--- config.mk ---
export PLATFORM = sky130hd
export DESIGN_NAME = sign_mag_table_loader
export DESIGN_NICKNAME = d
export VERILOG_FILES = /design/src/rtl/sign_mag_pkg.sv /design/src/rtl/sign_mag_ram.sv /design/src/rtl/sign_mag_table_loader.sv
export SDC_FILE = /design/constraint.sdc
export NUM_CORES = 1
export LEC_CHECK = 0
export CAP_MARGIN = 10
export CORE_MARGIN = 4
export CORE_UTILIZATION = 52
export DETAILED_ROUTE_END_ITERATION = 8
export GPL_ROUTABILITY_DRIVEN = 1
export GPL_TIMING_DRIVEN = 1
export PLACE_DENSITY = 0.77
export REMOVE_ABC_BUFFERS = 1
export SYNTH_ARGS = -nofsm -noshare
export SYNTH_HDL_FRONTEND = slang
export SYNTH_SLANG_ARGS = --single-unit
export TNS_END_PERCENT = 30
--- constraint.sdc ---
create_clock -name clk -period 18.3 [get_ports clk]
set_input_delay 3.66 -clock clk [delete_from_list [all_inputs] [get_ports clk]]
set_output_delay 3.66 -clock clk [all_outputs]
set_load 0.02 [all_outputs]
--- src/rtl/sign_mag_pkg.sv ---
// Shared types, sizes and the sign-magnitude adder rule used to build the
// lookup table at run time.
package sign_mag_pkg;

   localparam int DEF_OUTPUT_WIDTH = 4;
   localparam int DEF_DATA_WIDTH   = 2 * DEF_OUTPUT_WIDTH;
   localparam int MAG_W            = DEF_OUTPUT_WIDTH - 1;
   localparam int TABLE_DEPTH      = 2 ** DEF_DATA_WIDTH;

   typedef enum logic [1:0] {
      IDLE  = 2'd0,
      WRITE = 2'd1,
      DONE  = 2'd2
   } state_t;

   // Magnitude overflow wraps silently; a zero magnitude always becomes +0.
   function automatic logic [DEF_OUTPUT_WIDTH-1:0] sign_mag_add(
      input logic [DEF_OUTPUT_WIDTH-1:0] a,
      input logic [DEF_OUTPUT_WIDTH-1:0] b
   );
      logic             sa, sb, sgn;
      logic [MAG_W-1:0] ma, mb, mag;
      sa = a[DEF_OUTPUT_WIDTH-1];
      sb = b[DEF_OUTPUT_WIDTH-1];
      ma = a[MAG_W-1:0];
      mb = b[MAG_W-1:0];
      if (sa == sb) begin
         mag = ma + mb;
         sgn = sa;
      end else if (ma >= mb) begin
         mag = ma - mb;
         sgn = sa;
      end else begin
         mag = mb - ma;
         sgn = sb;
      end
      if (mag == '0) begin
         return '0;
      end
      return {sgn, mag};
   endfunction

endpackage

--- src/rtl/sign_mag_ram.sv ---
// Simple dual-port synchronous RAM: one write port, one registered read port.
module sign_mag_ram #(
   parameter int ADDR_W = 8,
   parameter int DATA_W = 4
) (
   input  logic              clk,
   input  logic              we,
   input  logic [ADDR_W-1:0] waddr,
   input  logic [DATA_W-1:0] wdata,
   input  logic [ADDR_W-1:0] raddr,
   output logic [DATA_W-1:0] rdata
);

   logic [DATA_W-1:0] mem [2**ADDR_W];

   always_ff @(posedge clk) begin
      if (we) begin
         mem[waddr] <= wdata;
      end
      rdata <= mem[raddr];
   end

endmodule

--- src/rtl/sign_mag_table_loader.sv ---
// Fills an internal RAM with the sign-magnitude adder table on start, then
// serves registered lookups addressed by {input1, input2}.
module sign_mag_table_loader
   import sign_mag_pkg::*;
#(
   parameter int DATA_WIDTH   = DEF_DATA_WIDTH,
   parameter int OUTPUT_WIDTH = DEF_OUTPUT_WIDTH
) (
   input  logic                    clk,
   input  logic                    reset_n,
   input  logic                    start,
   output logic                    busy,
   output logic                    done,
   output logic                    ready,
   input  logic [OUTPUT_WIDTH-1:0] input1,
   input  logic [OUTPUT_WIDTH-1:0] input2,
   output logic [OUTPUT_WIDTH-1:0] r_data
);

   localparam logic [DATA_WIDTH-1:0] LAST_ADDR = DATA_WIDTH'(TABLE_DEPTH - 1);

   state_t                  state, state_next;
   logic [DATA_WIDTH-1:0]   cnt, cnt_next;
   logic                    done_q, done_next;
   logic                    rd_valid_q;
   logic                    we;
   logic [OUTPUT_WIDTH-1:0] wdata;
   logic [OUTPUT_WIDTH-1:0] ram_rdata;

   always_ff @(posedge clk or negedge reset_n) begin
      if (!reset_n) begin
         state      <= IDLE;
         cnt        <= '0;
         done_q     <= 1'b0;
         rd_valid_q <= 1'b0;
      end else begin
         state      <= state_next;
         cnt        <= cnt_next;
         done_q     <= done_next;
         rd_valid_q <= (state == DONE);
      end
   end

   // The write of the last address is what flips the FSM into DONE.
   always_comb begin
      state_next = state;
      cnt_next   = cnt;
      done_next  = 1'b0;
      we         = 1'b0;
      case (state)
         IDLE: begin
            if (start) begin
               state_next = WRITE;
               cnt_next   = '0;
            end
         end
         WRITE: begin
            we       = 1'b1;
            cnt_next = cnt + 1'b1;
            if (cnt == LAST_ADDR) begin
               state_next = DONE;
               done_next  = 1'b1;
            end
         end
         DONE: begin
            if (start) begin
               state_next = WRITE;
               cnt_next   = '0;
            end
         end
         default: state_next = IDLE;
      endcase
   end

   assign wdata = sign_mag_add(cnt[DATA_WIDTH-1 -: OUTPUT_WIDTH], cnt[OUTPUT_WIDTH-1:0]);

   sign_mag_ram #(
      .ADDR_W (DATA_WIDTH),
      .DATA_W (OUTPUT_WIDTH)
   ) u_ram (
      .clk   (clk),
      .we    (we),
      .waddr (cnt),
      .wdata (wdata),
      .raddr ({input1, input2}),
      .rdata (ram_rdata)
   );

   // Reads taken while the table was not valid are forced to zero.
   assign r_data = rd_valid_q ? ram_rdata : '0;
   assign busy   = (state == WRITE);
   assign ready  = (state == DONE);
   assign done   = done_q;

endmodule
==> impl_results.md <==
- Status: finished, final reports clean
- Fmax: 144.9 MHz
- # fillers: 5526
- Die area: 0.08408 mm2
- Routed wl met2: 46.07 mm
- # hold bufs at CTS: 0
- Crit path time final: 6901 ps
- Row count: 103
- M1 wire length: 35.15 mm
- Max IR drop VDD: 317.2 uV
- Crit start category: primary input
- Diode count: 0
- Slew margin rel.: 12.80%
- DP Area: 0.04244 mm2
- Area grow syn2layout: 10.69%
- Die Span Y: 290.0 um
- Critical Path AT: 7420 ps
- Critical path peak fanout: 62
- Max Cap Viol: 0
- Top cell type's share of synthesized area: 74.38%
- Effective utilization at floorplan: 52.42%
- Synth cell types: 46
- Drt drc: 0
- Setup ws final: 11400 ps
- RSZ-0062 raised after global routing: false
- WL met3: 9.458 mm
- Vias/cell: 6.450
- Post-cts sizing count: 0
- I/O Buffers: 17
- Syn avg cell area: 18.76 um2
- PwrDens: 144.0 mW/mm2
- Fin util: 58.02%
- Routed Antenna Nets: 0
- First-pass GRT wire length: 140.7 mm
- Post-synthesis sequential area ratio: 75.30%
- GRT Residual Overflow: 0
- WHS: 608.7 ps
- Critical path class: primary input to register
- Fin. Hold Viols: 0
- Setup Buffers After CTS: 0
- Worst skew pair latency: 650 ps
- Leakage: 14.29 nW
- Design Area, Final: 0.04576 mm2
- Die X: 290.0 um
- Yosys top cell by area: edfxtp_1
- Slew Viols, Final: 0
- Yosys reg bits: 1040
- TNS Setup: 0 ps
- Req. time, crit path: 18820 ps
- Fin Clk Skew: 21.56 ps
- Slew @ Worst Pin: 1303 ps
- Hold Crit Class: register to register
- Synth warnings: 0
- Io pins: 18
- DP HPWL: 54.28 mm
- WL per Instance: 28.21 um
- Clock-pin slew on the worst setup and hold paths: 60 ps
- Largest net degree at the start of global routing: 257
- Gate count of the mapped netlist: 2204
- Clock sinks: 1040
- Post-Syn Area: 0.04134 mm2
- Vias: 21490
- All-Layer GR Usage: 22.14%
- Synth area leaders: edfxtp_1 74%, mux4_2 11%, mux2i_1 2.7%
- DP Worst Slack: 10880 ps
- Nets: 2224
- TritonCTS clock tree: built
- Fin crit share: 37.71%
- Setup Viol. Count Final: 0
- Share of layout cells above drive strength 1: 18.58%
- Root buffer cell: clkbuf_16
- CTS buffer count: 97
- Vias in the first global route: 21840
- Crit end category: register
- Initial antenna violation count: 2
- H-tree level count: 3
- Drt pass-1 iters: 6
- Initial DRC count: 2993
- Core ar.: 0.07887 mm2
- Max Root-Sink Buffers: 3
- Top sig layer: met5
- RePlAce Congestion: 0.8722
- Final WL: 94.01 mm
-- worst max-delay path, cell delays in order --
cell and delay, ps:
clkbuf_8 370, buf_4 770, buf_4 760, mux4_2 410, a22oi_1 270, a21oi_1 170
o21ai_0 390, a21oi_1 130, or3_1 330
-- synth_stat cells, drive strengths merged --
cell type,count
dfxtp,4
a221oi,3
fa,3
ha,9
nand3b,4
nand4,4
a211oi,21
mux2,22
nor2,279
buf,53
mux4,201
mux2i,111
or3,3
nor2b,9
edfxtp,1024
nand2b,8
or4,1
a31oi,5
xor2,1
o22ai,38
a211o,1
o211ai,2
o32ai,3
nor3,5
or2,10
nand2,56
and2,5
a22o,5
o31ai,1
o21ai,24
nand3,41
inv,11
xnor2,2
nor4,3
a21o,3
o21bai,3
o31a,1
a22oi,40
o221ai,52
a21oi,34
dfrtp,12
clkbuf,87
-- metrics by stage --
stage | cells | total power, mW
2_1_floorplan | 2064 | 4.209
3_3_place_gp | 3152 | 4.482
3_5_place_dp | 3152 | 4.561
4_1_cts | 3332 | 6.616
5_1_grt | 3332 | 6.818
6_report | 3332 | 6.589
-- placed cells by master, fill, tap and decap left out, types with 13 or more instances in the layout --
| cell type | synthesis | layout |
|---|---|---|
| nand2_1 | 56 | 56 |
| clkbuf_1 | 87 | 13 |
| nor2_1 | 279 | 279 |
| a22oi_1 | 40 | 40 |
| clkdlybuf4s50_1 | 0 | 13 |
| buf_4 | 16 | 18 |
| edfxtp_1 | 1024 | 1024 |
| bufinv_16 | 0 | 15 |
| o21ai_0 | 20 | 20 |
| clkinv_1 | 0 | 14 |
| clkbuf_16 | 0 | 101 |
| mux4_2 | 201 | 201 |
| o221ai_1 | 52 | 52 |
| mux2i_1 | 111 | 111 |
| mux2_2 | 22 | 22 |
| o22ai_1 | 38 | 38 |
| nand3_1 | 41 | 34 |
| a211oi_1 | 21 | 21 |
| clkinv_2 | 0 | 23 |
| a21oi_1 | 34 | 33 |
-- cells by family after synthesis --
family / after synthesis / synth area share [%]
flops: 1040 / 75.30
simple gates: 428 / 4.325
compound gates: 236 / 4.001
mux: 334 / 14.24
buf+inv: 151 / 1.661
fa+ha+maj: 12 / 0.4176
xor+xnor: 3 / 0.06357
-- routing by layer --
| metal | vias up | track usage [%] |
|---|---|---|
| met1 | 11070 | 30.62 |
| met4 | 4 | 8.288 |
| met5 | - | 0 |
| met3 | 206 | 4.362 |
| met2 | 1286 | 35.47 |
| li1 | 8926 | - |
-- registers in the layout (all words and copies together), names as in the netlist --
name / count
cnt: 8
u_ram.rdata: 4
done: 1
u_ram.mem: 1024
state: 2
rd_valid_q: 1
-- final cells by class --
cell class | count | area, um2 | share of cell area (%)
flip-flops and latches | 1040 | 31130 | 68.02
multi-input cells | 1013 | 9584 | 20.94
clock buffers | 117 | 2618 | 5.720
well taps | 1050 | 1314 | 2.871
clock inverters | 63 | 708.2 | 1.547
repair buffers | 38 | 364.1 | 0.7956
inverters | 11 | 46.29 | 0.1012
-- path summary, 6_finish.rpt --
kind	depth (start not counted)	endpoint	slack (ps)	from
min reg2reg	1	rd_valid_q	610	state[0]
max	9	u_ram.rdata[3]	11400	input2[1]
min in group asynchronous	1	cnt[3]	3450	reset_n
max reg2reg	11	u_ram.mem[198][3]	13860	cnt[0]
min	1	rd_valid_q	610	state[0]
max in group asynchronous	1	cnt[4]	14400	reset_n
-- power by group --
part	leakage, nW	internal (mW)	switching (mW)
combinational	3.20	0.157	0.948
sequential	9.46	3.38	0.0302
clock	1.63	1.23	0.847
Power figures use the tool's default switching activity.
